[src/rtl/regfile_pkg.sv]
// Shared defaults and types for the scoreboarded register file.
package regfile_pkg;

  localparam int unsigned DEF_AW   = 2;
  localparam int unsigned DEF_DW   = 8;
  localparam int unsigned NUM_REGS = 2 ** DEF_AW;

  typedef logic [DEF_AW-1:0] reg_addr_t;
  typedef logic [DEF_DW-1:0] reg_data_t;

endpackage

[src/rtl/regfile_sb_if.sv]
// Decode/writeback-facing bus of the register file: read ports, write port, claim port.
interface regfile_sb_if #(
  parameter int unsigned AW = regfile_pkg::DEF_AW,
  parameter int unsigned DW = regfile_pkg::DEF_DW
) ();

  logic            rd_en1;
  logic [AW-1:0]   rd_addr1;
  logic            rd_prep1;
  logic            rd_en2;
  logic [AW-1:0]   rd_addr2;
  logic [DW-1:0]   rd_data1;
  logic [DW-1:0]   rd_data2;
  logic            rd_busy1;
  logic            rd_busy2;
  logic            stall;
  logic            wr_en;
  logic            wr_prep;
  logic [AW-1:0]   wr_addr;
  logic [DW-1:0]   wr_data;
  logic            claim_en;
  logic [AW-1:0]   claim_addr;
  logic            claim_grant;
  logic [2**AW-1:0] busy_vec;

  modport slave (
    input  rd_en1, rd_addr1, rd_prep1, rd_en2, rd_addr2,
    input  wr_en, wr_prep, wr_addr, wr_data, claim_en, claim_addr,
    output rd_data1, rd_data2, rd_busy1, rd_busy2, stall, claim_grant, busy_vec
  );

  modport master (
    output rd_en1, rd_addr1, rd_prep1, rd_en2, rd_addr2,
    output wr_en, wr_prep, wr_addr, wr_data, claim_en, claim_addr,
    input  rd_data1, rd_data2, rd_busy1, rd_busy2, stall, claim_grant, busy_vec
  );

endinterface

[src/rtl/regfile_scoreboard.sv]
// Per-register busy bits: set by a granted claim, cleared by a retiring write.
module regfile_scoreboard import regfile_pkg::*; #(
  parameter int unsigned AW = DEF_AW
) (
  input  logic           clk,
  input  logic           reset,
  input  logic           claim_en_i,
  input  logic [AW-1:0]  claim_addr_i,
  input  logic           retire_en_i,
  input  logic [AW-1:0]  retire_addr_i,
  input  logic [AW-1:0]  rd_addr1_i,
  input  logic [AW-1:0]  rd_addr2_i,
  output logic           claim_grant_o,
  output logic           busy1_o,
  output logic           busy2_o,
  output logic [2**AW-1:0] busy_vec_o
);

  localparam int unsigned N = 2 ** AW;

  logic [N-1:0] busy_q, busy_d;
  logic         retire_hit;

  assign retire_hit    = retire_en_i & (retire_addr_i == claim_addr_i);
  assign claim_grant_o = claim_en_i & ~reset & (~busy_q[claim_addr_i] | retire_hit);

  // Claim is applied after retire so a same-address claim leaves the bit set.
  always_comb begin
    busy_d = busy_q;
    if (retire_en_i) busy_d[retire_addr_i] = 1'b0;
    if (claim_grant_o) busy_d[claim_addr_i] = 1'b1;
  end

  always_ff @(posedge clk) begin
    if (reset) busy_q <= '0;
    else       busy_q <= busy_d;
  end

  assign busy1_o    = busy_q[rd_addr1_i];
  assign busy2_o    = busy_q[rd_addr2_i];
  assign busy_vec_o = busy_q;

endmodule

[src/rtl/regfile_sb.sv]
// Register file with prep register, optional write bypass and a claim/retire scoreboard.
module regfile_sb import regfile_pkg::*; #(
  parameter int unsigned AW      = DEF_AW,
  parameter int unsigned DW      = DEF_DW,
  parameter bit          BYPASS  = 1'b1,
  parameter bit          PREP_EN = 1'b1
) (
  input logic         clk,
  input logic         reset,
  regfile_sb_if.slave bus
);

  localparam int unsigned N = 2 ** AW;

  logic [DW-1:0] regs_q [N];
  logic [DW-1:0] prep_q;
  logic [DW-1:0] rd_data1, rd_data2;
  logic          wp, rp, retire_en, rh1, rh2;
  logic          raw_busy1, raw_busy2, busy1, busy2, grant;
  logic [N-1:0]  busy_vec;

  assign wp        = bus.wr_prep & PREP_EN;
  assign rp        = bus.rd_prep1 & PREP_EN;
  assign retire_en = bus.wr_en & ~wp;
  assign rh1       = retire_en & (bus.wr_addr == bus.rd_addr1);
  assign rh2       = retire_en & (bus.wr_addr == bus.rd_addr2);

  always_ff @(posedge clk) begin
    if (reset) begin
      for (int unsigned i = 0; i < N; i++) regs_q[i] <= '0;
    end else if (retire_en) begin
      regs_q[bus.wr_addr] <= bus.wr_data;
    end
  end

  if (PREP_EN) begin : g_prep
    always_ff @(posedge clk) begin
      if (reset)                   prep_q <= '0;
      else if (bus.wr_en && wp)    prep_q <= bus.wr_data;
    end
  end else begin : g_no_prep
    assign prep_q = '0;
  end

  regfile_scoreboard #(
    .AW (AW)
  ) u_scoreboard (
    .clk           (clk),
    .reset         (reset),
    .claim_en_i    (bus.claim_en),
    .claim_addr_i  (bus.claim_addr),
    .retire_en_i   (retire_en),
    .retire_addr_i (bus.wr_addr),
    .rd_addr1_i    (bus.rd_addr1),
    .rd_addr2_i    (bus.rd_addr2),
    .claim_grant_o (grant),
    .busy1_o       (raw_busy1),
    .busy2_o       (raw_busy2),
    .busy_vec_o    (busy_vec)
  );

  always_comb begin
    rd_data1 = rp ? prep_q : regs_q[bus.rd_addr1];
    if (BYPASS && ((rp && bus.wr_en && wp) || (!rp && rh1))) rd_data1 = bus.wr_data;
    rd_data2 = regs_q[bus.rd_addr2];
    if (BYPASS && rh2) rd_data2 = bus.wr_data;
  end

  // A forwarded retire satisfies the reader, so it no longer counts as pending.
  assign busy1 = ~rp & raw_busy1 & ~(BYPASS & rh1);
  assign busy2 = raw_busy2 & ~(BYPASS & rh2);

  assign bus.rd_data1    = rd_data1;
  assign bus.rd_data2    = rd_data2;
  assign bus.rd_busy1    = busy1;
  assign bus.rd_busy2    = busy2;
  assign bus.stall       = (bus.rd_en1 & busy1) | (bus.rd_en2 & busy2);
  assign bus.claim_grant = grant;
  assign bus.busy_vec    = busy_vec;

endmodule
[src/flat_wrapper.sv]
// flat-port wrapper written by rule: the top's interface ports become plain ports
module regfile_sb_flat import regfile_pkg::*;
#(
  parameter int unsigned AW      = DEF_AW,
  parameter int unsigned DW      = DEF_DW,
  parameter bit          BYPASS  = 1'b1,
  parameter bit          PREP_EN = 1'b1
)
  (clk, reset, bus_rd_en1, bus_rd_addr1, bus_rd_prep1, bus_rd_en2, bus_rd_addr2, bus_wr_en, bus_wr_prep, bus_wr_addr, bus_wr_data, bus_claim_en, bus_claim_addr, bus_rd_data1, bus_rd_data2, bus_rd_busy1, bus_rd_busy2, bus_stall, bus_claim_grant, bus_busy_vec);
  regfile_sb_if #(.AW(AW), .DW(DW)) bus_i ();
  input logic clk;
  input logic reset;
  input wire logic [$bits(bus_i.rd_en1)-1:0] bus_rd_en1;
  input wire logic [$bits(bus_i.rd_addr1)-1:0] bus_rd_addr1;
  input wire logic [$bits(bus_i.rd_prep1)-1:0] bus_rd_prep1;
  input wire logic [$bits(bus_i.rd_en2)-1:0] bus_rd_en2;
  input wire logic [$bits(bus_i.rd_addr2)-1:0] bus_rd_addr2;
  input wire logic [$bits(bus_i.wr_en)-1:0] bus_wr_en;
  input wire logic [$bits(bus_i.wr_prep)-1:0] bus_wr_prep;
  input wire logic [$bits(bus_i.wr_addr)-1:0] bus_wr_addr;
  input wire logic [$bits(bus_i.wr_data)-1:0] bus_wr_data;
  input wire logic [$bits(bus_i.claim_en)-1:0] bus_claim_en;
  input wire logic [$bits(bus_i.claim_addr)-1:0] bus_claim_addr;
  output wire logic [$bits(bus_i.rd_data1)-1:0] bus_rd_data1;
  output wire logic [$bits(bus_i.rd_data2)-1:0] bus_rd_data2;
  output wire logic [$bits(bus_i.rd_busy1)-1:0] bus_rd_busy1;
  output wire logic [$bits(bus_i.rd_busy2)-1:0] bus_rd_busy2;
  output wire logic [$bits(bus_i.stall)-1:0] bus_stall;
  output wire logic [$bits(bus_i.claim_grant)-1:0] bus_claim_grant;
  output wire logic [$bits(bus_i.busy_vec)-1:0] bus_busy_vec;
  assign bus_i.rd_en1 = bus_rd_en1;
  assign bus_i.rd_addr1 = bus_rd_addr1;
  assign bus_i.rd_prep1 = bus_rd_prep1;
  assign bus_i.rd_en2 = bus_rd_en2;
  assign bus_i.rd_addr2 = bus_rd_addr2;
  assign bus_i.wr_en = bus_wr_en;
  assign bus_i.wr_prep = bus_wr_prep;
  assign bus_i.wr_addr = bus_wr_addr;
  assign bus_i.wr_data = bus_wr_data;
  assign bus_i.claim_en = bus_claim_en;
  assign bus_i.claim_addr = bus_claim_addr;
  assign bus_rd_data1 = bus_i.rd_data1;
  assign bus_rd_data2 = bus_i.rd_data2;
  assign bus_rd_busy1 = bus_i.rd_busy1;
  assign bus_rd_busy2 = bus_i.rd_busy2;
  assign bus_stall = bus_i.stall;
  assign bus_claim_grant = bus_i.claim_grant;
  assign bus_busy_vec = bus_i.busy_vec;
  regfile_sb #(.AW(AW), .DW(DW), .BYPASS(BYPASS), .PREP_EN(PREP_EN)) u_core (.clk(clk), .reset(reset), .bus(bus_i));
endmodule
[config.mk]
export PLATFORM = sky130hd
export DESIGN_NAME = regfile_sb_flat
export DESIGN_NICKNAME = d
export VERILOG_FILES = /design/src/rtl/regfile_pkg.sv /design/src/rtl/regfile_sb_if.sv /design/src/rtl/regfile_scoreboard.sv /design/src/rtl/regfile_sb.sv /design/src/flat_wrapper.sv
export SDC_FILE = /design/constraint.sdc
export NUM_CORES = 1
export LEC_CHECK = 0
export BUFFER_PORTS_ARGS = -buffer_cell sky130_fd_sc_hd__clkbuf_2
export CAP_MARGIN = 40
export CORE_AREA = 2 2 70 122
export CTS_BUF_LIST = sky130_fd_sc_hd__clkbuf_2
export DETAILED_ROUTE_END_ITERATION = 8
export DIE_AREA = 0 0 72 124
export PLACE_DENSITY = 0.53
export SLEW_MARGIN = 30
export SYNTH_ARGS = -nofsm -noshare
export SYNTH_HDL_FRONTEND = slang
export SYNTH_SLANG_ARGS = --single-unit
[constraint.sdc]
create_clock -name clk -period 2.3 [get_ports clk]
set_input_delay 0.115 -clock clk [delete_from_list [all_inputs] [get_ports clk]]
set_output_delay 0.115 -clock clk [all_outputs]
set_load 0.02 [all_outputs]
==> results.sh, run 1 <==
export IMPL_netlist_area_leader_share=0.3559
export IMPL_cp_data_arrival_time_ns=2.06
export IMPL_std_cell_rows=43
export IMPL_synth_area_top_cells="edfxtp_1 36%, dfxtp_1 8.9%, mux4_1 8.8%"
export IMPL_yosys_area_top_type="edfxtp_1"
export IMPL_dp_cells=356
export IMPL_first_global_vias=2058
export IMPL_synth_compound_area_frac=0.1172
export IMPL_wl_mm=8.289
export IMPL_design_area_sq_um=3162
export IMPL_grt_first_pass_wirelength_mm=12.18
export IMPL_crit_path_cell_trace="mux4_2 -> a311oi_1 -> a211oi_1 -> clkbuf_2"
export IMPL_synth_top_family_by_area="multiplexers"
export IMPL_ys_ff_latch=44
export IMPL_setup_viol=0
export IMPL_final_common_cell="clkbuf_2"
export IMPL_postSynthCellCount=223
export IMPL_cts_root_buf="clkbuf_2"
export IMPL_cp_start_kind="register"
export IMPL_antenna_left=0
export IMPL_p_leak_nw=1.370
export IMPL_hold_viol=0
export IMPL_hold_path_endpoint="u_core.u_scoreboard.busy_vec_o[2]"
export IMPL_cts_tree="done"
export IMPL_synthAdderAreaFrac=0
export IMPL_hold_path_depth=4
export IMPL_max_freq_ghz=0.4592
export IMPL_drive_gt1_frac=0.3180
export IMPL_slew_viol_final=0
export IMPL_timing_final_ws_setup_ns=0.1222
export IMPL_hpwlAfterDp_mm=5.927
export IMPL_synth_mux_area_fraction=0.2164
export IMPL_cts_buffer_depth=2
export IMPL_r2r_start="u_core.u_scoreboard.busy_vec_o[0]"
export IMPL_cap_violations=0
export IMPL_stdcell_count=373
export IMPL_gp_congestion=0.8514
export IMPL_fin_nets=306
export IMPL_start_util=0.3414
export IMPL_numClockSinks=44
export IMPL_die_w_microns=72
export IMPL_status="complete, no violations"
export IMPL_htreeDepth=2
export IMPL_grt_util_all_layers=0.1948
export IMPL_wl_per_cell_microns=22.22
export IMPL_path_class="reg2out"
export IMPL_tightestPinTransition_ns=0.5366
export IMPL_cts_resized=0
export IMPL_avgSynthCellArea_sq_um=12.11
export IMPL_mostFrequentLayoutCells="52 x clkbuf_2, 32 x edfxtp_1, 24 x and3_1"
export IMPL_slew_headroom=0.6422
export IMPL_ys_types=37
export IMPL_core_area_sq_um=7909
export IMPL_dp_slack_ns=0.4820
export IMPL_ir_worst_vdd_mv=0.2018
export IMPL_synth_xor_area_share=0.01946
export IMPL_cts_buffers=5
export IMPL_fin_worst_skew_ns=0
export IMPL_drt_iter0_drc=134
export IMPL_first_pass_iters=4
export IMPL_slowest_stage="mux4_2"
export IMPL_area_growth_pct=17.10
export IMPL_syn_nets=247
export IMPL_drc=0
export IMPL_worstPathMaxFanout=2
export IMPL_die_area_sq_um=8928
export IMPL_setup_tns_ns=0
export IMPL_required_ns=2.18
export IMPL_io_buffers=47
export IMPL_path_clk_slew_ns=0.22
export IMPL_reg2reg_slack_ns=1.37
export IMPL_rsz0062_at_grt="no"
export IMPL_via_per_inst=5.708
export IMPL_crit_family="multiplexers"
export IMPL_ys_seq_area_frac=0.4449
export IMPL_worst_r2r_cell_count=2
export IMPL_hp_start="bus_claim_addr[1]"
export IMPL_grt_max_degree=25
export IMPL_cp_num_buf_inv=1
export IMPL_clk_latency_ns=0.44
export IMPL_yosys_area_share_simple=0.1372
export IMPL_end_kind="output port"
export IMPL_die_h_microns=124
export IMPL_dr_total_vias=2129
export IMPL_gr_total_overflow=0
export IMPL_fin_crit_sh=0.9469
export IMPL_cpPeakStageDelay_ns=0.55
export IMPL_ys_warn_count=0
export IMPL_r2r_end="u_core.u_scoreboard.busy_vec_o[0]"
export IMPL_fin_crit_ns=2.178
export IMPL_p_per_area_nw_per_um2=549.2
export IMPL_holdCritPathClass="in2reg"
export IMPL_pin_count=48
export IMPL_synth_area_sq_um=2700
export IMPL_diodes=0
export IMPL_antenna_found_initial=0
export IMPL_dpl_instance_area_sq_um=3028
-- power breakdown --
| part | leakage [nW] | switching, W | internal (W) |
|---|---|---|---|
| sequential | 0.408 | 0.0000298 | 0.000901 |
| clock | 0.0327 | 0.000272 | 0.0000736 |
| combinational | 0.930 | 0.000265 | 0.000195 |
| total | 1.37 | 0.000566 | 0.00117 |
-- kinds of logic (layout without fill, tap and decap cells) --
kind of cell | Yosys count | after routing
simple gates | 72 | 72
buf+inv | 32 | 92
xor+xnor | 6 | 6
compound gates | 42 | 42
flops | 44 | 44
mux | 27 | 27
-- worst max path at each step --
stage / depth (start not counted) / startpoint / to / slack [ns]
after floorplan: 4 / bus_rd_addr1[1] / bus_rd_data1[0] / 0.71
after detailed placement: 6 / bus_rd_addr1[0] / bus_rd_data1[6] / 0.48
final: 4 / u_core.regs_q[3][2] / bus_rd_data1[2] / 0.12
after CTS: 4 / u_core.regs_q[3][2] / bus_rd_data1[2] / 0.08
after global routing: 4 / u_core.regs_q[3][2] / bus_rd_data1[2] / 0.06
after global placement: 6 / bus_rd_addr1[0] / bus_rd_data1[6] / 0.47
-- cell type report --
class | count | area, sq um
sequential | 44 | 1201
clock buffer | 5 | 25.02
timing repair buffer | 68 | 415.4
clock inverter | 3 | 18.77
inverter | 16 | 60.06
tap | 90 | 112.6
multi-input combinational | 147 | 1329
fill | 788 | 4747
-- synth_stat cells --
library cell and number:
nand2_1 18, clkbuf_1 7, a31o_2 1, buf_4 1
nor4_1 1, nor2b_1 3, a32o_1 3, a21bo_2 1
a31oi_1 1, or3_1 2, a311oi_1 8, a21o_1 1
a21oi_1 11, o31ai_1 4, and2_1 2, nor2_1 10
o2bb2ai_1 2, a211oi_1 8, xnor2_1 2, xor2_1 4
mux4_1 9, buf_2 1, clkbuf_8 2, buf_6 4
o31a_2 1, edfxtp_1 32, a41o_2 1, buf_1 1
nor3b_1 1, mux4_4 1, inv_1 16, nor3_1 9
dfxtp_1 12, nand2b_1 2, and3_1 24, mux4_2 9
mux2_4 8
-- through the flow --
| step | hold slack (ns) | power (W) | util |
|---|---|---|---|
| final | 0.05027 | 0.001736 | 0.3998 |
| after global routing | 0.04484 | 0.001808 | 0.3998 |
| after CTS | 0.02219 | 0.001747 | 0.3998 |
| after detailed placement | 0.4471 | 0.001400 | 0.3829 |
| after global placement | 0.4440 | 0.001395 | 0.3829 |
| after floorplan | 0.2510 | 0.001231 | - |
-- state kept, by name, indices dropped and copies added, names as in the netlist --
| register | cells |
|---|---|
| u_core.u_scoreboard.busy_vec_o | 4 |
| u_core.regs_q | 32 |
| u_core.prep_q | 8 |
-- per-layer routing --
layer | global-route usage | vias up | share of wire
met2 | 0.3594 | 76 | 0.56
met3 | 0.02751 | 13 | 0.043
met1 | 0.2156 | 1056 | 0.36
met5 | 0 | - | 0
li1 | - | 984 | -
met4 | 0.09316 | 0 | 0.031
-- tightest hold or removal path: stages --
cell	delay, ns
clkbuf_2	0.12
inv_1	0.08
nor3_1	0.05
o2bb2ai_1	0.11
-- repair_timing --
action | in CTS | in global routing
hold endpoints to repair | 9 | 0
setup buffers | 0 | 0
hold buffers | 9 | 0
No activity file was read; power rests on OpenSTA's default activity.
==> run 2: changes to the inputs <==
ABC_AREA = 1   (was not set)
CORE_AREA = 2 2 70 123   (was 2 2 70 122)
DIE_AREA = 0 0 72 125   (was 0 0 72 124)
==> run 2 against run 1 <==
Against the previous run:
- clock-buffer cell count is 1 higher
- combinational power down 5.9%
- final cell count increased by 37%
- non-clock buffer count shrank 15
- critical path depth up 3
- register-to-register slack worse by 0.76 ns
- first-iteration DRC count rose by 29%
- largest power group unchanged
- highest routed layer unchanged
- maximum frequency up 21%
- clock skew is 0.00083 ns higher
- critical endpoint is now bus_stall
- die area is 0.81% higher
- worst hold slack worse by 0.024 ns
- area after synthesis grew 1.6%
==> results.sh, run 2 <==
export IMPL_status="complete, no violations"
export IMPL_cts_resized=0
export IMPL_crit_path_frequent_cell="nand2_1"
export IMPL_start_util=0.3389
export IMPL_end_kind="output port"
export IMPL_fin_crit_ns=1.796
export IMPL_slowest_stage="dfxtp_1"
export IMPL_yosys_most_used_dff="edfxtp_1"
export IMPL_cap_violations=0
export IMPL_pin_count=48
export IMPL_p_leak_nw=1.425
export IMPL_final_common_cell="nand2_1"
export IMPL_regMostFlops="u_core.regs_q"
export IMPL_ir_worst_vdd_mv=0.4226
export IMPL_fin_util=0.3851
export IMPL_ys_warn_count=0
export IMPL_ys_top_cells_by_count="98 x nand2_1, 57 x nor2_1, 53 x nand3_1"
export IMPL_first_global_vias=2687
export IMPL_postSynthCellCount=375
export IMPL_p_per_area_nw_per_um2=588.7
export IMPL_wl_mm=9.320
export IMPL_cts_buffer_depth=2
export IMPL_drive_gt1_frac=0.2076
export IMPL_ys_types=29
export IMPL_path_clk_slew_ns=0.24
export IMPL_drc=0
export IMPL_ys_ff_latch=44
export IMPL_stdcell_count=512
export IMPL_area_growth_pct=13.64
export IMPL_fin_nets=442
export IMPL_synth_edf_count=32
export IMPL_fin_worst_skew_ns=0.0008311
export IMPL_wl_per_cell_microns=18.20
export IMPL_fill_cells=889
export IMPL_ys_async_sr_fraction=0
export IMPL_hpwlAfterDp_mm=7.104
export IMPL_die_w_microns=72
export IMPL_cts_root_buf="clkbuf_2"
export IMPL_dp_cells=500
export IMPL_clk_latency_ns=0.45
export IMPL_die_h_microns=125
export IMPL_crit_family="simple AND/OR/NAND/NOR gates"
export IMPL_syn_nets=399
export IMPL_setup_tns_ns=0
export IMPL_cp_start_kind="register"
export IMPL_worstPathMaxFanout=4
export IMPL_holdCritPathClass="in2reg"
export IMPL_path_class="reg2out"
export IMPL_dr_total_vias=2685
export IMPL_core_area_sq_um=8093
export IMPL_cts_buffers=5
export IMPL_synth_area_top_cells="edfxtp_1 35%, nand2_1 13%, nand3_1 9.7%"
export IMPL_tightestPinTransition_ns=0.5195
export IMPL_slew_headroom=0.6533
export IMPL_max_freq_ghz=0.5568
export IMPL_synth_most_common_cell="nand2_1"
export IMPL_cp_data_arrival_time_ns=1.68
export IMPL_drt_iter0_drc=173
export IMPL_largest_register_ffs=32
export IMPL_via_per_inst=5.244
export IMPL_crit_path_cell_trace="inv_1 -> nand2_1 -> nand3_1 -> nand2_1 -> nand4_1 -> nand2_1 -> clkbuf_2"
export IMPL_grt_util_all_layers=0.2153
export IMPL_slew_viol_final=0
export IMPL_hold_viol=0
export IMPL_synth_area_sq_um=2743
export IMPL_cpPeakStageDelay_ns=0.47
export IMPL_dp_slack_ns=0.8087
export IMPL_netlist_area_leader_share=0.3504
export IMPL_antenna_left=0
export IMPL_gp_congestion=0.8432
export IMPL_avgSynthCellArea_sq_um=7.314
export IMPL_timing_final_ws_setup_ns=0.5040
export IMPL_std_cell_rows=44
export IMPL_die_area_sq_um=9000
export IMPL_rsz0062_at_grt="no"
export IMPL_ys_seq_area_frac=0.4380
export IMPL_antenna_found_initial=1
export IMPL_numClockSinks=44
export IMPL_gr_total_overflow=0
export IMPL_hold_slack_ns=0.02592
export IMPL_yosys_area_top_type="edfxtp_1"
export IMPL_htreeDepth=2
export IMPL_setup_viol=0
export IMPL_first_pass_iters=4
export IMPL_cts_tree="done"
export IMPL_io_buffers=47
export IMPL_cp_num_buf_inv=2
export IMPL_grt_max_degree=20
export IMPL_fin_crit_sh=0.7809
export IMPL_grt_first_pass_wirelength_mm=14.43
export IMPL_required_ns=2.18
export IMPL_mostFrequentLayoutCells="98 x nand2_1, 57 x nor2_1, 53 x nand3_1, 53 x clkbuf_2, 32 x edfxtp_1"
[run 2: stage by stage]
| step | cell area (sq um) | power, W |
|---|---|---|
| floorplan | 2743 | 0.001234 |
| global placement | 3019 | 0.001392 |
| detailed placement | 3019 | 0.001393 |
| CTS | 3114 | 0.001847 |
| global route | 3117 | 0.001910 |
| finish | 3117 | 0.001835 |
[run 2: final timing paths]
check,start,end,slack [ns],depth (start not counted)
min reg2reg,u_core.u_scoreboard.busy_vec_o[3],u_core.u_scoreboard.busy_vec_o[3],0.53,2
min,bus_wr_data[7],u_core.prep_q[7],0.03,3
max reg2reg,u_core.u_scoreboard.busy_vec_o[2],u_core.u_scoreboard.busy_vec_o[0],0.61,8
max,u_core.u_scoreboard.busy_vec_o[1],bus_stall,0.50,7
[run 2: tightest hold or removal path, delay by kind of cell]
kind / cells / cell delay [ns]
buffers and inverters: 2 / 0.19
AOI/OAI and AO/OA: 1 / 0.14
[run 2: what timing repair did]
action,CTS,global route
hold buffers,3,0
setup buffers,0,0
setup endpoints to repair,0,0
hold endpoints to repair,4,0
[run 2: where the power goes]
| part | leakage [nW] | switching [W] | total (W) | internal (W) |
|---|---|---|---|---|
| Clock | 0.0430 | 0.000271 | 0.000458 | 0.000187 |
| Sequential | 0.407 | 0.0000407 | 0.000944 | 0.000903 |
| Combinational | 0.975 | 0.000301 | 0.000433 | 0.000132 |
[run 2: area by class of cell]
cell class / count / area, sq um / area share
antenna: 1 / 2.502 / 0.0008029
inverter: 29 / 108.9 / 0.03493
clock buffer: 6 / 30.03 / 0.009635
timing repair buffer: 53 / 287.8 / 0.09233
tap: 92 / 115.1 / 0.03693
clock inverter: 2 / 35.03 / 0.01124
multi-input combinational: 285 / 1336 / 0.4287
sequential: 44 / 1201 / 0.3854
[run 2: cells by family (layout without fill, tap and decap cells)]
group / Yosys count / count (layout) / share of synthesized area
simple gates: 226 / 226 / 0.3599
compound gates: 58 / 58 / 0.1214
buf+inv: 46 / 90 / 0.07482
flops: 44 / 44 / 0.4380
xor+xnor: 1 / 1 / 0.005932
other cells: 0 / 1 / 0
[run 2: layer usage]
metal	part of all wire	up-vias	global-route usage	routed length, microns
met5	0	-	0	0
met4	0.046	0	0.1099	427
met3	0.041	27	0.02740	380
met2	0.55	80	0.3943	5107
met1	0.37	1246	0.2339	3405
li1	-	1332	-	-
